## src/rtl/alu_mul_seq_if.sv

```systemverilog
// ---------------------------------------------------------------------------
// alu_mul_seq_if
//
// Operand/opcode/result bus between an initiator (the sequential multiplier)
// and the combinational datapath ALU.
//
// Signals
//   alu_op   [2:0]  ALU opcode: AND=000 OR=001 ADD=010 XOR=011 SUB=100
//                   SHR(logical)=101 SHL=110 NOR=111
//   alu_a    [31:0] operand A
//   alu_b    [31:0] operand B (shift amount for shift ops)
//   alu_r    [31:0] result, combinational from op/a/b in the same cycle
//   alu_zero        high when alu_r == 0
//
// Modports
//   master : the initiator, drives op/a/b and samples r/zero
//   slave  : the ALU, samples op/a/b and drives r/zero
// ---------------------------------------------------------------------------
interface alu_mul_seq_if;
    logic [2:0]  alu_op;
    logic [31:0] alu_a;
    logic [31:0] alu_b;
    logic [31:0] alu_r;
    logic        alu_zero;

    modport master (
        output alu_op,
        output alu_a,
        output alu_b,
        input  alu_r,
        input  alu_zero
    );

    modport slave (
        input  alu_op,
        input  alu_a,
        input  alu_b,
        output alu_r,
        output alu_zero
    );
endinterface

```

## src/rtl/alu_mul_seq.sv

```systemverilog
// ---------------------------------------------------------------------------
// alu_mul_seq
//
// Sequential 32x32 shift-and-add multiplier that borrows the datapath ALU
// instead of owning a multiplier array. It returns the low 32 bits of
// multiplicand*multiplier (MIPS `mul` semantics) behind a start/done
// handshake. Only the ALU's OR, ADD, SHL and SHR operations are used.
//
// Ports
//   clk           in   sole clock, rising edge
//   reset_n       in   synchronous active-low reset
//   start         in   request, sampled only in IDLE
//   multiplicand  in   [31:0] operand A, captured on an accepted start
//   multiplier    in   [31:0] operand B, captured on an accepted start
//   busy          out  high in CHECK, ADD, SHL and SHR
//   done          out  one-cycle pulse, product valid in this cycle
//   product       out  [31:0] low 32 bits of the product, held until the
//                      next done
//   alu           master side of the ALU bus (op/a/b out, r/zero in)
//
// Latency: with k = index of the highest set multiplier bit + 1 (0 for a
// zero multiplier) and p = popcount(multiplier), done rises L = 2 + 2k + p
// cycles after the start cycle. The ALU is only driven meaningfully while
// busy; in IDLE and DONE it sees op=000, a=0, b=0 and may be taken by
// another user.
// ---------------------------------------------------------------------------
module alu_mul_seq (
    input  logic                 clk,
    input  logic                 reset_n,
    input  logic                 start,
    input  logic [31:0]          multiplicand,
    input  logic [31:0]          multiplier,
    output logic                 busy,
    output logic                 done,
    output logic [31:0]          product,
    alu_mul_seq_if.master        alu
);

    typedef enum logic [2:0] {
        S_IDLE  = 3'd0,
        S_CHECK = 3'd1,
        S_ADD   = 3'd2,
        S_SHL   = 3'd3,
        S_SHR   = 3'd4,
        S_DONE  = 3'd5
    } state_t;

    localparam logic [2:0] OP_IDLE = 3'b000;
    localparam logic [2:0] OP_OR   = 3'b001;
    localparam logic [2:0] OP_ADD  = 3'b010;
    localparam logic [2:0] OP_SHR  = 3'b101;
    localparam logic [2:0] OP_SHL  = 3'b110;

    state_t      state;
    state_t      state_nx;

    logic [31:0] acc;   // running partial product
    logic [31:0] mc;    // multiplicand, shifted left one place per bit
    logic [31:0] mp;    // multiplier, shifted right one place per bit

    logic [2:0]  op_d;
    logic [31:0] a_d;
    logic [31:0] b_d;

    // -----------------------------------------------------------------------
    // State register
    // -----------------------------------------------------------------------
    always_ff @(posedge clk) begin
        if (!reset_n) begin
            state <= S_IDLE;
        end else begin
            state <= state_nx;
        end
    end

    // -----------------------------------------------------------------------
    // Next-state logic
    //
    // CHECK and SHR both decide on the ALU's view of the multiplier: CHECK
    // passes mp through OR-with-zero so alu_zero tells whether any bits are
    // left; SHR sees the shifted value directly, so its bit 0 is the next
    // multiplier bit to consume.
    // -----------------------------------------------------------------------
    always_comb begin
        state_nx = state;
        case (state)
            S_IDLE: begin
                if (start) begin
                    state_nx = S_CHECK;
                end
            end
            S_CHECK: begin
                if (alu.alu_zero) begin
                    state_nx = S_DONE;
                end else if (mp[0]) begin
                    state_nx = S_ADD;
                end else begin
                    state_nx = S_SHL;
                end
            end
            S_ADD: begin
                state_nx = S_SHL;
            end
            S_SHL: begin
                state_nx = S_SHR;
            end
            S_SHR: begin
                if (alu.alu_zero) begin
                    state_nx = S_DONE;
                end else if (alu.alu_r[0]) begin
                    state_nx = S_ADD;
                end else begin
                    state_nx = S_SHL;
                end
            end
            S_DONE: begin
                state_nx = S_IDLE;
            end
            default: begin
                state_nx = S_IDLE;
            end
        endcase
    end

    // -----------------------------------------------------------------------
    // Output logic (Moore): ALU request and handshake flags depend only on
    // the state and the operand registers.
    // -----------------------------------------------------------------------
    always_comb begin
        op_d = OP_IDLE;
        a_d  = 32'd0;
        b_d  = 32'd0;
        busy = 1'b0;
        done = 1'b0;
        case (state)
            S_CHECK: begin
                op_d = OP_OR;
                a_d  = mp;
                b_d  = 32'd0;
                busy = 1'b1;
            end
            S_ADD: begin
                op_d = OP_ADD;
                a_d  = acc;
                b_d  = mc;
                busy = 1'b1;
            end
            S_SHL: begin
                op_d = OP_SHL;
                a_d  = mc;
                b_d  = 32'd1;
                busy = 1'b1;
            end
            S_SHR: begin
                op_d = OP_SHR;
                a_d  = mp;
                b_d  = 32'd1;
                busy = 1'b1;
            end
            S_DONE: begin
                done = 1'b1;
            end
            default: begin
                op_d = OP_IDLE;
            end
        endcase
    end

    assign alu.alu_op = op_d;
    assign alu.alu_a  = a_d;
    assign alu.alu_b  = b_d;

    // -----------------------------------------------------------------------
    // Operand / accumulator registers
    //
    // Each working register is written back from the ALU result in the state
    // that drove it. product is loaded on the edge that enters DONE; acc is
    // already final there because entry into DONE only happens from CHECK or
    // SHR, neither of which writes acc.
    // -----------------------------------------------------------------------
    always_ff @(posedge clk) begin
        if (!reset_n) begin
            acc     <= 32'd0;
            mc      <= 32'd0;
            mp      <= 32'd0;
            product <= 32'd0;
        end else begin
            case (state)
                S_IDLE: begin
                    if (start) begin
                        acc <= 32'd0;
                        mc  <= multiplicand;
                        mp  <= multiplier;
                    end
                end
                S_ADD: begin
                    acc <= alu.alu_r;
                end
                S_SHL: begin
                    mc <= alu.alu_r;
                end
                S_SHR: begin
                    mp <= alu.alu_r;
                end
                default: begin
                end
            endcase

            if (state_nx == S_DONE && state != S_DONE) begin
                product <= acc;
            end
        end
    end

endmodule
```

## src/flat_wrapper.sv

```systemverilog
// flat-port wrapper written by rule: the top's interface ports become plain ports
module alu_mul_seq_flat 
  (clk, reset_n, start, multiplicand, multiplier, busy, done, product, alu_alu_op, alu_alu_a, alu_alu_b, alu_alu_r, alu_alu_zero);
  alu_mul_seq_if alu_i ();
  input  logic clk;
  input  logic reset_n;
  input  logic start;
  input  logic [31:0] multiplicand;
  input  logic [31:0] multiplier;
  output logic busy;
  output logic done;
  output logic [31:0] product;
  output wire logic [$bits(alu_i.alu_op)-1:0] alu_alu_op;
  output wire logic [$bits(alu_i.alu_a)-1:0] alu_alu_a;
  output wire logic [$bits(alu_i.alu_b)-1:0] alu_alu_b;
  input wire logic [$bits(alu_i.alu_r)-1:0] alu_alu_r;
  input wire logic [$bits(alu_i.alu_zero)-1:0] alu_alu_zero;
  assign alu_alu_op = alu_i.alu_op;
  assign alu_alu_a = alu_i.alu_a;
  assign alu_alu_b = alu_i.alu_b;
  assign alu_i.alu_r = alu_alu_r;
  assign alu_i.alu_zero = alu_alu_zero;
  alu_mul_seq u_core (.clk(clk), .reset_n(reset_n), .start(start), .multiplicand(multiplicand), .multiplier(multiplier), .busy(busy), .done(done), .product(product), .alu(alu_i));
endmodule
```

## config.mk

```make
export PLATFORM = sky130hd
export DESIGN_NAME = alu_mul_seq_flat
export DESIGN_NICKNAME = d
export VERILOG_FILES = /design/src/rtl/alu_mul_seq_if.sv /design/src/rtl/alu_mul_seq.sv /design/src/flat_wrapper.sv
export SDC_FILE = /design/constraint.sdc
export NUM_CORES = 1
export LEC_CHECK = 0
export BUFFER_PORTS_ARGS = -buffer_cell sky130_fd_sc_hd__buf_2
export CORE_MARGIN = 5
export CORE_UTILIZATION = 40
export CTS_BUF_LIST = sky130_fd_sc_hd__clkbuf_8
export CTS_CLUSTER_SIZE = 20
export DETAILED_ROUTE_END_ITERATION = 6
export GPL_TIMING_DRIVEN = 0
export PLACE_DENSITY = 0.7
export SLEW_MARGIN = 20
export SYNTH_ARGS = -nofsm -noshare
export SYNTH_HDL_FRONTEND = slang
export SYNTH_SLANG_ARGS = --single-unit
```

## constraint.sdc

```tcl
create_clock -name clk -period 2.15 [get_ports clk]
set_input_delay 0.43 -clock clk [delete_from_list [all_inputs] [get_ports clk]]
set_output_delay 0.43 -clock clk [all_outputs]
set_load 0.01 [all_outputs]
```

After elaboration in Yosys (flattened, before gate mapping)
Index checks and enable logic that the tools add are counted.

Reductions and logical operators: 11. Divide/modulo/power cells: 0. Multiply operators: 0. Bitwise gates (word level): 0. Shift operators: 0. Equal/unequal tests: 8. $add $sub $neg: 0. Muxes and demuxes: 17. Magnitude comparators: 0.

Operator list (number): case mux 32 bit (2 select lines) (4); 2-to-1 mux 32 bit (3); case mux 32 bit (3 select lines) (1); case mux 3 bit (5 select lines) (1); case mux 3 bit (4 select lines) (1); equality test 3 bit, second input constant (3); 2-to-1 mux 3 bit (3); equality test 3 x 2 -> 1 bit, second input constant (2); AND reduction 2 bit (3); nonzero test 2 bit (3); 2-to-1 mux 1 bit (4); OR reduction 2 bit (2); OR reduction 4 bit (1); equality test 3 x 1 -> 1 bit, second input constant (1); logical NOT 3 bit (1); != test 3 bit, second input constant (1); != test 2 bit, second input constant (1); logical AND 1 bit (1).

Memories: 0. Latch bits: 0. Output and inout port bits: 101. Memory bits (writable): 0. Input bits: 100. ROM bits: 0. Flip-flop bits (word level): 131.

Longest topological paths before layout
Depth after elaboration: 5. Depth in mapped cells: 6. Depth with buffers taken out: 3.

Worst setup path before layout
OpenSTA, ideal clock, no wires.

Kind: reg2out. Start: register u_core.state[1]. End: output port alu_alu_b[0]. Path slack: 0.424 ns. Required time: 1.720 ns. Stages on the path, launching flop included: 6. Data arrival time: 1.296 ns. Cells stage by stage: dfxtp_1 > buf_2 > buf_2 > nand2_1 > o21ai_0 > a21o_1.

Word-level cells in the longest chain between the ends: 3. Elaborated cells on any way between the ends: 5. Classes of those cells: 3 x eq/ne; 1 x mux; 1 x reduce/logical.

Ends and longest elaborated chain: from (decl) (RTL line alu_mul_seq.sv:54) `state_t state;`; from (signal assigned) (RTL line alu_mul_seq.sv:72) `state <= state_nx;`; equality test 3 x 2 -> 1 bit or equality test 3 bit (tied branches) (RTL line alu_mul_seq.sv:135) `case (state)`; OR reduction 2 bit (no line); case mux 32 bit (2 select lines) (*) (RTL line alu_mul_seq.sv:135); to (decl) (RTL line flat_wrapper.sv:15) `output wire logic [$bits(alu_i.alu_b)-1:0] alu_alu_b;`.

Mark *: on every way between the ends. The rest lies on a longest branch, timed or not.

Worst setup path in the final report
Start: register u_core.state[0]. End: output port alu_alu_a[15].

Word-level cells in the longest chain between the ends: 3. Elaborated cells on any way between the ends: 6. Classes of those cells: 4 x eq/ne; 1 x mux; 1 x reduce/logical.

Ends and longest elaborated chain: equality test 3 x 1 -> 1 bit or equality test 3 bit (tied branches) (RTL line alu_mul_seq.sv:135); OR reduction 2 bit (no line); case mux 32 bit (3 select lines) (*) (RTL line alu_mul_seq.sv:135); to (decl) (RTL line flat_wrapper.sv:14) `output wire logic [$bits(alu_i.alu_a)-1:0] alu_alu_a;`.

Marked as above.

==> run summary <==
* **Setup violations, final** 59
* **Post-Synthesis Cells** 831
* **synthesized cell area** 0.00672 mm²
* **die height** 140 µm
* **average via count per standard cell** 5.76
* **outcome** complete, but fails checks
* **hold_sp** multiplier[5]
* **critical path capture point type** output pin
* **failing checks** negative setup slack
* **Leak** 3.87 nW
* **cell breakdown of the critical path** buf_6 -> buf_8 -> mux2i_1 -> o2bb2ai_4 -> buf_6
* **IR Drop Worst-Case VDD** 0.681 mV
* **Chip Width** 140 µm
* **DR vias** 7,545
* **Seq cells post-synth** 131
* **unrepaired setup endpoints after global routing** true
* **first-pass GRT wire length** 42,200 µm
* **number of flops mapped to enable cells by yosys** 0
* **biggest fanout along the worst timing path** 10
* **clock-pin slew of the registers on the worst-case setup and hold paths** 80 ps
* **Top FF cell, synth** dfxtp_1
* **global route total overflow** 0
* **final count of pins violating max slew** 0
* **slack of the worst reg-to-reg path** 120 ps
* **ratio of cells with drive above 1 in the final layout** 35.3%
* **depth of the CTS H-tree** 4
* **core box area** 0.0165 mm²
* **Max Cap Violations** 0
* **buffer levels on the longest clock path** 2
* **TritonCTS clock tree** done
* **Relative slew margins** 54.3%
* **Root Buffer** clkbuf_8
* **Wirelength per Cell** 21.5 µm
* **number of antenna violations at the first check in global routing** 1
* **cell seen most often among critical-path stages** buf_6
* **Hold Violations, Final** 0
* **syn_area_per_cell** 8.09 µm²
* **count of input and output buffers** 199
* **floorplan row count** 47
* **async set-reset flop share out of synthesis** 0%
* **post-route clock skew** 8.70 ps
* **required time reported for the critical path endpoint** 1720 ps
* **master of the slowest instance on the critical path** dfxtp_4
* **Synth top area share** 39.0%
* **crit path time final** 2300 ps
* **RD Place Congestion** 0.922
* **syn_nets** 931
* **longest individual stage delay on the worst path** 440 ps
* **Boundary Pins** 201
* **share of the clock period used by the worst path** 107%
* **maximum number of pins on one net before global-route repair** 21
* **area enclosed by the die boundary** 0.0195 mm²
* **post-route total power** 10.2 mW
* **Worst Hold Endpoint** u_core.mp[5]
* **GRT Overall Usage** 27.6%
* **final setup margin** -147 ps
* **WP data arrival** 1870 ps
* **detailed-route DRC error count** 0
* **final cell utilization of the core** 59.7%
* **Worst Setup Path Type** reg -> out
* **Pwr per Cell Area** 1040 mW/mm²
* **worst slew pin tran** 686 ps
* **Distinct cells, synth** 35
* **number of nets at the end of the flow** 1,176
* **worst-case setup slack after placement** -224 ps
* **initial standard-cell utilization of the core** 40.7%
* **number of global-route vias before repair** 7,416
* **Reg-to-Reg Start** u_core.state[0]
* **number of nets with antenna violations after detailed routing** 0
* **clock latency of the later-clocked register in the worst-skew pair** 460 ps
* **layout-stage area growth over the synthesis result** 46.8%
* **Num CTS Buffers** 17
* **sequential fraction of the synthesis area** 39.0%
* **final routed wirelength across all metal layers** 28,100 µm
* **setup total negative slack** -4310 ps
* **number of cells on the worst hold path** 3
* **total of warnings raised by yosys** 0
* **kind of start point of the critical path** flip-flop
* **Register-to-Register Path Depth** 6
* **f_max** 435 MHz
* **detailed-placement wirelength estimate** 18,600 µm
* **largest cells by area after synthesis** dfxtp_1, mux2i_1, nand2_1
* **endpoint of the worst-slack reg-to-reg timing path** u_core.mc[22]
* **type of the tightest min-delay check** in -> reg
* **largest area contributor in the netlist** dfxtp_1
* **number of hold buffers added after CTS** 0
* **DR iter-0 viols** 843
* **clk sinks** 131
* **TritonRoute pass-1 iters** 7
per-layer routing:
layer / vias to the layer above / routed length [µm] / global-route usage [%]
met5: - / 0 / 0
met3: 64 / 3120 / 8.27
met4: 0 / 810 / 8.92
met1: 3536 / 11300 / 36.4
li1: 3442 / - / -
met2: 503 / 12900 / 43.6
area by class of cell:
type / instances / area (µm²)
fill: 1406 / 6660
multi-input combinational: 611 / 4270
sequential: 131 / 2630
timing repair buffer: 233 / 1690
buffer: 80 / 606
clock buffer: 20 / 275
tap: 220 / 275
clock inverter: 12 / 116
inverter: 2 / 7.51
antenna: 1 / 2.50
what timing repair did:
action / CTS / global route
pin swaps: 4 / 5
endpoints found under the hold margin: 0 / 0
resized for setup: 169 / 67
buffers inserted: 20 / 7
cloned: 5 / 2
endpoints found under the setup margin: 69 / 95
synth_stat cells (32+ instances only):
cell and instances:
nand2_1 161, dfxtp_1 131, a21oi_1 65, mux2i_1 64, nor3_1 64, o21ai_0 61, clkbuf_1 49, nand2b_1 36
and2_1 33, a311oi_1 32, o2bb2ai_1 32, o31ai_1 32
flip-flops by register name, indices dropped and copies added, names as in the netlist:
signal	count
u_core.acc	32
u_core.mp	32
u_core.mc	32
u_core.state	3
u_core.product	32
cells in the final DEF, fill, tap and decap left out, types with 3 or more instances in the layout:
cell	count
nand2b_1	35
buf_8	7
clkbuf_8	22
and2_1	5
nand2_1	160
buf_2	163
a311oi_1	32
nor2_1	7
a21oi_1	65
nor3_1	64
buf_12	6
mux2i_2	6
o2bb2ai_2	14
clkinvlp_4	3
o21ai_0	59
mux2i_4	5
o2bb2ai_4	18
dfxtp_1	128
buf_1	3
inv_1	6
mux2i_1	53
o31ai_1	32
buf_4	19
clkbuf_1	39
clkbuf_16	5
and2_4	28
buf_6	65
o21ai_1	6
how the worst max path moves through the flow:
stage                     depth (start not counted)       startpoint             to  slack [ps]
final                                             5  u_core.state[0]  alu_alu_a[15]        -150
after CTS                                         8  u_core.state[0]  alu_alu_a[19]        -130
after global placement                            5  u_core.state[1]  alu_alu_b[20]        -250
after detailed placement                          6  u_core.state[2]  alu_alu_a[22]        -220
after global routing                              8  u_core.state[2]  alu_alu_a[31]        -210
after floorplan                                   5  u_core.state[1]   alu_alu_b[0]         420
stage by stage:
step                hold WS [ps]  cells  area (µm²)
global route                 208   1310        9870
CTS                          199   1304        9490
floorplan                    447    831        6720
detailed placement           445   1250        7990
finish                       220   1310        9870
global placement             441   1250        7990
report_power, final:
group / internal [mW] / switching (mW) / total [mW]
clock network: 1.10 / 1.02 / 2.12
logic: 2.25 / 2.62 / 4.86
registers: 2.82 / 0.412 / 3.23
critical path: cells and delay by family (launching register included):
family                 cells  cell delay, ps
buffers and inverters      3             530
flip-flops                 1             440
multiplexers               1             330
AO/OA/AOI/OAI              1              80
cell families (layout without fill, tap and decap cells):
family	Yosys count	in the layout	synth area share, %
buffers and inverters	89	347	6.61
other	0	1	0
xor gates and xnor gates	1	1	0.130
muxes	64	64	9.53
AOI/OAI and AO/OA	232	232	22.2
DFF	131	131	39.0
and+or+nand+nor	314	314	22.5
No activity file was read; power rests on OpenSTA's default activity.
